--- src/rtl/ram_pkg.sv ---
`default_nettype none
// ============================================================================
// Module : ram_pkg
// Brief  : Shared types and byte-merge helper for dual_port_ram_clr.
// Rev    : 1.0
// ============================================================================
package ram_pkg;

    typedef enum logic {ST_CLEAR, ST_IDLE} ram_state_t;

    localparam int RDW_OLD = 0;
    localparam int RDW_NEW = 1;

    function automatic logic [7:0] be_merge(
        input logic [7:0] old_b,
        input logic [7:0] new_b,
        input logic       be
    );
        return be ? new_b : old_b;
    endfunction

endpackage
`default_nettype wire

--- src/rtl/ram_clr_seq.sv ---
`default_nettype none
// ============================================================================
// Module : ram_clr_seq
// Brief  : Clear sequencer; owns the FSM, clear pointer and the write-port mux.
// Rev    : 1.0
// ============================================================================
module ram_clr_seq
    import ram_pkg::*;
#(
    parameter int                DWIDTH   = 16,
    parameter int                AWIDTH   = 8,
    parameter logic [DWIDTH-1:0] INIT_VAL = '1
) (
    input  logic                clk,
    input  logic                nrst,
    input  logic                i_clr_req,
    input  logic                i_wr_en,
    input  logic [AWIDTH-1:0]   i_wr_addr,
    input  logic [DWIDTH/8-1:0] i_wr_be,
    input  logic [DWIDTH-1:0]   i_wr_data,
    output logic                o_busy,
    output logic                o_mem_we,
    output logic [AWIDTH-1:0]   o_mem_addr,
    output logic [DWIDTH/8-1:0] o_mem_be,
    output logic [DWIDTH-1:0]   o_mem_data
);

    localparam logic [AWIDTH-1:0] c_LAST_ADDR = '1;

    ram_state_t        r_state, w_state_nxt;
    logic [AWIDTH-1:0] r_clr_ptr, w_clr_ptr_nxt;

    always_ff @(posedge clk) begin
        if (!nrst) begin
            r_state   <= ST_CLEAR;
            r_clr_ptr <= '0;
        end else begin
            r_state   <= w_state_nxt;
            r_clr_ptr <= w_clr_ptr_nxt;
        end
    end

    // While clearing, the user write port is replaced by the clear write.
    always_comb begin
        w_state_nxt   = r_state;
        w_clr_ptr_nxt = r_clr_ptr;
        o_busy        = 1'b0;
        o_mem_we      = i_wr_en;
        o_mem_addr    = i_wr_addr;
        o_mem_be      = i_wr_be;
        o_mem_data    = i_wr_data;
        case (r_state)
            ST_CLEAR: begin
                o_busy        = 1'b1;
                o_mem_we      = 1'b1;
                o_mem_addr    = r_clr_ptr;
                o_mem_be      = '1;
                o_mem_data    = INIT_VAL;
                w_clr_ptr_nxt = r_clr_ptr + 1'b1;
                if (r_clr_ptr == c_LAST_ADDR) begin
                    w_state_nxt = ST_IDLE;
                end
            end
            ST_IDLE: begin
                if (i_clr_req) begin
                    w_state_nxt   = ST_CLEAR;
                    w_clr_ptr_nxt = '0;
                end
            end
            default: w_state_nxt = ST_CLEAR;
        endcase
    end

endmodule
`default_nettype wire

--- src/rtl/dual_port_ram_clr.sv ---
`default_nettype none
// ============================================================================
// Module : dual_port_ram_clr
// Brief  : Simple-dual-port RAM with byte enables, RD_LAT 1/2, RDW policy and
//          self-clear. Optional per-byte parity with macro RAM_PARITY_EN.
// Rev    : 1.0
// ============================================================================
module dual_port_ram_clr
    import ram_pkg::*;
#(
    parameter int                DWIDTH   = 16,
    parameter int                AWIDTH   = 8,
    parameter int                RD_LAT   = 1,
    parameter int                RDW_MODE = 0,
    parameter logic [DWIDTH-1:0] INIT_VAL = '1
) (
    input  logic                clk,
    input  logic                nrst,
    input  logic                clr_req,
    output logic                busy,
    input  logic                wr_en,
    input  logic [AWIDTH-1:0]   wr_addr,
    input  logic [DWIDTH/8-1:0] wr_be,
    input  logic [DWIDTH-1:0]   wr_data,
    input  logic                rd_en,
    input  logic [AWIDTH-1:0]   rd_addr,
    output logic [DWIDTH-1:0]   rd_data,
    output logic                rd_valid
`ifdef RAM_PARITY_EN
    ,
    output logic                par_err
`endif
);

    localparam int c_NB    = DWIDTH / 8;
    localparam int c_DEPTH = 2 ** AWIDTH;

    logic [DWIDTH-1:0] r_mem [c_DEPTH];

    logic              w_busy, w_mem_we;
    logic [AWIDTH-1:0] w_mem_addr;
    logic [c_NB-1:0]   w_mem_be;
    logic [DWIDTH-1:0] w_mem_data;

    ram_clr_seq #(
        .DWIDTH   (DWIDTH),
        .AWIDTH   (AWIDTH),
        .INIT_VAL (INIT_VAL)
    ) u_clr_seq (
        .clk        (clk),
        .nrst       (nrst),
        .i_clr_req  (clr_req),
        .i_wr_en    (wr_en),
        .i_wr_addr  (wr_addr),
        .i_wr_be    (wr_be),
        .i_wr_data  (wr_data),
        .o_busy     (w_busy),
        .o_mem_we   (w_mem_we),
        .o_mem_addr (w_mem_addr),
        .o_mem_be   (w_mem_be),
        .o_mem_data (w_mem_data)
    );

    assign busy = w_busy;

    logic [DWIDTH-1:0] w_wr_old, w_wr_word, w_rd_old, w_rd_word;
    logic              w_rd_fire, w_bypass;

    assign w_wr_old  = r_mem[w_mem_addr];
    assign w_rd_old  = r_mem[rd_addr];
    assign w_rd_fire = rd_en & ~w_busy;
    assign w_bypass  = (RDW_MODE == RDW_NEW) && wr_en && !w_busy && (wr_addr == rd_addr);

    always_comb begin
        w_wr_word = w_wr_old;
        w_rd_word = w_rd_old;
        for (int i = 0; i < c_NB; i++) begin
            w_wr_word[8*i +: 8] = be_merge(w_wr_old[8*i +: 8], w_mem_data[8*i +: 8], w_mem_be[i]);
            w_rd_word[8*i +: 8] = be_merge(w_rd_old[8*i +: 8], wr_data[8*i +: 8], wr_be[i] & w_bypass);
        end
    end

    always_ff @(posedge clk) begin
        if (w_mem_we) begin
            r_mem[w_mem_addr] <= w_wr_word;
        end
    end

`ifdef RAM_PARITY_EN
    logic [c_NB-1:0] r_par [c_DEPTH];
    logic [c_NB-1:0] w_wr_old_par, w_rd_old_par, w_wr_par, w_rd_par_bad;
    logic            w_rd_perr;

    assign w_wr_old_par = r_par[w_mem_addr];
    assign w_rd_old_par = r_par[rd_addr];

    always_comb begin
        w_wr_par     = w_wr_old_par;
        w_rd_par_bad = '0;
        for (int i = 0; i < c_NB; i++) begin
            if (w_mem_be[i]) begin
                w_wr_par[i] = ^w_mem_data[8*i +: 8];
            end
            w_rd_par_bad[i] = (^w_rd_old[8*i +: 8]) ^ w_rd_old_par[i];
        end
    end

    assign w_rd_perr = |w_rd_par_bad;

    always_ff @(posedge clk) begin
        if (w_mem_we) begin
            r_par[w_mem_addr] <= w_wr_par;
        end
    end
`endif

    logic [DWIDTH-1:0] w_out_data;
    logic              w_out_v;
`ifdef RAM_PARITY_EN
    logic              w_out_perr;
`endif

    generate
        if (RD_LAT == 2) begin : g_lat2
            logic [DWIDTH-1:0] r_s1_data;
            logic              r_s1_v;
`ifdef RAM_PARITY_EN
            logic              r_s1_perr;
`endif
            always_ff @(posedge clk) begin
                if (!nrst) begin
                    r_s1_v    <= 1'b0;
                    r_s1_data <= INIT_VAL;
`ifdef RAM_PARITY_EN
                    r_s1_perr <= 1'b0;
`endif
                end else begin
                    r_s1_v    <= w_rd_fire;
                    r_s1_data <= w_rd_word;
`ifdef RAM_PARITY_EN
                    r_s1_perr <= w_rd_perr;
`endif
                end
            end
            assign w_out_data = r_s1_data;
            assign w_out_v    = r_s1_v;
`ifdef RAM_PARITY_EN
            assign w_out_perr = r_s1_perr;
`endif
        end else begin : g_lat1
            assign w_out_data = w_rd_word;
            assign w_out_v    = w_rd_fire;
`ifdef RAM_PARITY_EN
            assign w_out_perr = w_rd_perr;
`endif
        end
    endgenerate

    always_ff @(posedge clk) begin
        if (!nrst) begin
            rd_data  <= INIT_VAL;
            rd_valid <= 1'b0;
        end else begin
            rd_valid <= w_out_v;
            if (w_out_v) begin
                rd_data <= w_out_data;
            end
        end
    end

`ifdef RAM_PARITY_EN
    // Sticky error; a detection in flight wins over the clear that follows it.
    always_ff @(posedge clk) begin
        if (!nrst) begin
            par_err <= 1'b0;
        end else if (w_out_v && w_out_perr) begin
            par_err <= 1'b1;
        end else if (w_busy) begin
            par_err <= 1'b0;
        end
    end
`endif

endmodule
`default_nettype wire

--- config.mk ---
export PLATFORM = sky130hd
export DESIGN_NAME = dual_port_ram_clr
export DESIGN_NICKNAME = d
export VERILOG_FILES = /design/src/rtl/ram_pkg.sv /design/src/rtl/ram_clr_seq.sv /design/src/rtl/dual_port_ram_clr.sv
export SDC_FILE = /design/constraint.sdc
export NUM_CORES = 2
export LEC_CHECK = 0
export CORE_ASPECT_RATIO = 0.6
export CORE_MARGIN = 2
export CORE_UTILIZATION = 25
export CTS_CLUSTER_DIAMETER = 80
export DETAILED_ROUTE_END_ITERATION = 8
export PLACE_DENSITY_LB_ADDON = 0.12
export SLEW_MARGIN = 30
export SYNTH_ARGS = -nofsm -noshare
export SYNTH_HDL_FRONTEND = slang
export SYNTH_SLANG_ARGS = --single-unit
--- constraint.sdc ---
create_clock -name clk -period 7 [get_ports clk]
set_clock_uncertainty 0.1 [all_clocks]
set_input_delay 1.05 -clock clk [delete_from_list [all_inputs] [get_ports clk]]
set_output_delay 1.05 -clock clk [all_outputs]
set_load 0.1 [all_outputs]
### Word level (Yosys, flattened, before mapping)

Memory sizes are Yosys's and may differ from the RTL's. A register that Yosys moved wholly into a read port is not among the register bits.
Cells that the tools add are included.

* register bits: 10
* bits in latches: 0
* bits in writable memories: 4096
* bits in read-only memories: 0
* bits of input ports: 39
* output and inout port bits: 18
* memories kept: 1

* add/sub/neg operators: 1
* multipliers: 0
* divide/modulo/power cells: 0
* magnitude comparators: 0
* equality and inequality tests: 4
* shifts and indexed selects: 0
* multiplexer cells: 14
* bitwise logic cells: 2
* reduce and logical (&&, ||, !) cells: 3

Memories
* r_mem: words 256, bits a word 16, read ports 1, clocked after memory_dff 1, wr ports 1, RTL line dual_port_ram_clr.sv:38 `logic [DWIDTH-1:0] r_mem [c_DEPTH];`

Operators by type and width (number)
* $mux W8: 4
* $mux W16: 1
* $pmux W8 S2: 1
* $add A8 B1 Y8 const B: 1
* $eq A8 B8 Y1 const B: 1
* $mux W1: 6
* $reduce_and A2 Y1: 2
* $mux W2: 1
* $ne A1 B1 Y1 const B: 2
* $ne A2 B2 Y1 const B: 1
* $pmux W1 S2: 1
* $and A1 B1 Y1: 1
* $logic_not A1 Y1: 1
* $not A1 Y1: 1

### Logic depth before layout (Yosys ltp)

* word-level depth: 4
* gate-level depth with buffers: 13
* mapped depth without buffers: 7

### Cells and area by module

Synthesis repeated with hierarchy kept, for this count alone.

* cell total of the unflattened synthesis: 7912
* area, all modules: 160886.8 sq um

Modules (own cells, without submodules)
* dual_port_ram_clr: times used 1, cells each 7834, area each 160198.6 sq um
* ram_clr_seq: times used 1, cells each 78, area each 688.2 sq um

### Least setup slack after synthesis

No wires, ideal clock.

* path kind: input to register
* from: in wr_data[0]
* to: mem r_mem[0][0], data pin
* library setup time: 904 ps
* arrival time: 4472 ps
* required time: 5996 ps
* setup slack: 1524 ps
* cell stages on the path: 1
* path buffers: 0
* cell sequence: nand2b_1

* longest elaborated chain between the ends: 2

RTL lines
* from (decl): RTL line dual_port_ram_clr.sv:24 `input logic [DWIDTH-1:0] wr_data,`
* $mux W16: RTL line ram_clr_seq.sv:52 `case (r_state)`
* $mux W8: RTL line ram_pkg.sv:19 `return be ? new_b : old_b;`
* to (decl): RTL line dual_port_ram_clr.sv:38

Every way passes these cells. The select of a mux whose other input is x is not followed.

### Worst setup path after layout

* from: reg u_clr_seq.r_state
* to: mem r_mem[123][11], enable pin

* longest elaborated chain between the ends: 4
* elaborated cells between the ends (all ways): 7
* classes of those cells: 1 x eq/ne; 5 x mux; 1 x reduce/logical

RTL lines
* from (decl): RTL line ram_clr_seq.sv:30 `ram_state_t r_state, w_state_nxt;`
* from (signal assigned): RTL line ram_clr_seq.sv:38 `r_state <= w_state_nxt;`
* $mux W1: RTL line ram_clr_seq.sv:52
* $mux W1: RTL line dual_port_ram_clr.sv:84 `if (w_mem_we) begin`
* $mux W1 (implied by the code): RTL line dual_port_ram_clr.sv:85 `r_mem[w_mem_addr] <= w_wr_word;`
* $reduce_and A2 Y1 (no source line)

Parallel ways exist; a longest one is shown, timed or not.

==> key figures <==
Layout
  – Fin cells: ~17k
  – Util after Layout: 28.9%
  – NumNets Final: 8,379
  – Final Cell Area: approximately 190,000 sq um
  – Area delta synth->final: 15.4%
  – Fillcell total: ~63k
  – Ratio of cells with drive above 1 in the final layout: a little over 20%
  – Commonest non-fill, non-tap cells in the layout: 4,096 x edfxtp_1, 747 x mux4_2, 598 x mux2i_1, 577 x nor2_1, 408 x clkbuf_16
  – Commonest non-fill, non-tap cell in the layout: edfxtp_1

Global routing
  – Pin count of the biggest net entering global routing: 168
  – First-pass GRT wire length: ~770,000 microns
  – Vias in the first global route: ~83k
  – Initial antenna violation count: 90
  – Tot GR Track Use: 17.2%
  – Total grt overflow: 0

CTS
  – Setup repair bufs after CTS: 0
  – CTS tree: built
  – Clock slew at reported path FFs: 0.06 ns
  – CTS Buf Count: roughly 400
  – CTS Hold Buffers Added: 0
  – Clock Sinks: just over 4k
  – Maximum root-to-sink buffer count: 4
  – H-tree levels: 5
  – Post-CTS resize count: 0
  – Worst skew pair latency: ~0.95 ns
  – Root Driver: clkbuf_16

Floorplanning
  – Initial Utilization: 25.1%
  – Die extent in y: roughly 630 microns
  – Core area: approximately 640,000 sq um
  – I/O pin count: between 50 and 60
  – Die Wd: 1040 microns
  – Die ar.: roughly 650,000 sq um
  – Core Rows: between 200 and 250

STA
  – Worst setup margin: ~1.8 ns
  – Slew HR: a little over a fifth
  – Worst Hold Slack: approximately 0.48 ns
  – Final critical-path required period: about 5.2 ns
  – Setup_tns: 0 ns
  – Fmax: around 190 MHz
  – Slew @ Worst Pin: 1.18 ns
  – RSZ-0062 raised after global routing: false
  – Max-slew violations: 0
  – Final setup fails: 0
  – Number of hold violations in the final report: 0
  – Fin crit share: 74.7%

Worst hold path
  – Hold path depth: 2
  – Worst hold path type: register to register

Setup path
  – Number of cells on the critical path: 6
  – Setup crit end kind: register
  – Crit path max-delay family: simple AND/OR/NAND/NOR gates
  – CP most frequent cell: nor2_1
  – CP Max Fanout: 56
  – Setup CP Type: register to register
  – CP arrival: 5.69 ns
  – Worst path max stage delay: 0.96 ns
  – Register-to-Register Path Depth: 6
  – Slowest-stage cell, CP: dfxtp_4
  – Worst Setup Start Kind: register
  – Crit path buffers/inverters: 2
  – Worst endpoint required time: 7.46 ns
  – Crit-path cells: inv_1 > nor2_1 > a32o_1 > nand3_2 > buf_4 > nor2_1

Placement
  – Area of placed instances: approximately 170,000 sq um
  – Dpl cells: ~17k
  – Dpl ws: 1.27 ns
  – GPL Wtd Cong: about 0.8
  – Port Buffers: 56
  – Dpl hpwl: 368,000 microns

Logic synthesis
  – Synth Area per Inst: a little under 20 sq um
  – Area leader, netlist: edfxtp_1
  – Primary FF master, synth: edfxtp_1
  – Ranking of synthesized cells by area: edfxtp_1 76%, mux4_2 10%, mux2i_1 3.7%
  – Mapped cell area: about 160,000 sq um
  – Sequential fraction of the synthesis area: 76.7%
  – Yosys top cell area share: 76.4%
  – Flop and latch count out of synthesis: 4,122
  – Number of synthesized flops with an enable pin: around 4k
  – Synthesized net count: between 8k and 9k
  – YS warnings: 0
  – Syn Inst Count: 8,105
  – Async set or reset register ratio after synthesis: 0%
  – Post-synthesis cell type count: 74

Pwr
  – Clock Power Share: 43.3%
  – VDD IR max: ~0.19 mV
  – Total Power: just over 50 mW
  – PD cells: between 200 and 300 nW/um^2
  – Sequential power share: 52.5%
  – Sw Pwr: between 10 and 15 mW
  – Leakage: 52.4 nW
  – Logic gate share of total power: under 10%
  – Power Internal: 39.6 mW
  – Switching part of the total: about 22%

Run
  – Max Cap Viol: 0

Detailed routing
  – Drt wl/cell: about 33 microns
  – Routed via count: between 80k and 90k
  – DR vias/cell: 4.86
  – DR pass1 iterations: 6
  – Post-route ant nets: 0
  – Initial drt markers: ~11k
  – # DRC: 0
  – Final WL: approximately 580,000 microns

Status
  – Outcome: finished, final reports clean
## final timing paths
kind	from	to	slack (ns)
min	u_clr_seq.r_clr_ptr[6]	u_clr_seq.r_clr_ptr[6]	0.48
max reg2reg	u_clr_seq.r_state	r_mem[123][11]	1.77
min reg2reg	u_clr_seq.r_clr_ptr[6]	u_clr_seq.r_clr_ptr[6]	0.48
max	u_clr_seq.r_state	r_mem[123][11]	1.77
## worst reg2reg max path, cell delays in order, from the launching register on
cell and delay [ns]:
dfxtp_4 0.96, inv_1 0.48, nor2_1 0.20, a32o_1 0.76, nand3_2 0.91, buf_4 0.59
nor2_1 0.84
## synthesized netlist by cell type (17+ instances only)
cell and count:
a211oi_1 20, a21oi_1 176, a221oi_1 17, a22oi_1 80
a31oi_1 36, buf_1 32, buf_2 68, buf_4 51
buf_6 91, clkbuf_1 243, dfxtp_1 26, edfxtp_1 4096
mux2i_1 599, mux4_2 747, nand2_1 245, nand2b_1 27
nand3_1 113, nand4_1 21, nor2_1 643, nor2b_1 17
nor3_1 69, o21ai_0 112, o221ai_1 139, o22ai_1 153
o31ai_1 21
## metal layers
| layer | global-route usage (%) | up-vias | part of all wire (%) |
|---|---|---|---|
| li1 | - | 34000 | - |
| met1 | 27.0 | 46300 | 49 |
| met2 | 24.1 | 3279 | 41 |
| met3 | 4.25 | 555 | 8.2 |
| met4 | 2.81 | 22 | 1.7 |
| met5 | 0 | - | 0.025 |
## layout make-up
type | instances | area [sq um] | share of cell area (%)
Multi-Input combinational cell | 3469 | 35300 | 19.0
Inverter | 13 | 62.6 | 0.0336
Antenna cell | 22 | 55.1 | 0.0296
Clock inverter | 252 | 2380 | 1.28
Clock buffer | 476 | 10500 | 5.63
Sequential cell | 4122 | 124000 | 66.4
Tap cell | 8625 | 10800 | 5.80
Timing Repair Buffer | 335 | 3360 | 1.81
## logic make-up after synthesis
family / after synthesis / synth area share, %
AO/OA/AOI/OAI: 900 / 3.83
buffers and inverters: 514 / 1.91
flip-flops: 4122 / 76.7
AND/OR/NAND/NOR: 1197 / 3.15
multiplexers: 1371 / 14.4
adder cells (fa/ha/maj): 1 / 0.00777
## power by group through the flow
| stage | Clock (mW) | Sequential [mW] | Combinational, mW |
|---|---|---|---|
| after floorplan | 0 | 27.2 | 1.16 |
| after global placement | 0 | 27.2 | 2.13 |
| after detailed placement | 0 | 27.2 | 2.13 |
| after CTS | 22.5 | 26.7 | 2.14 |
| after global routing | 23.4 | 26.7 | 2.20 |
| final | 22.0 | 26.7 | 2.12 |
## sequential cells by signal, summed over array words and instances, names as in the netlist
| name | cells |
|---|---|
| r_mem | 4096 |
| rd_data | 16 |
| rd_valid | 1 |
| u_clr_seq.r_clr_ptr | 8 |
| u_clr_seq.r_state | 1 |
(Power assumes the default switching activity.)
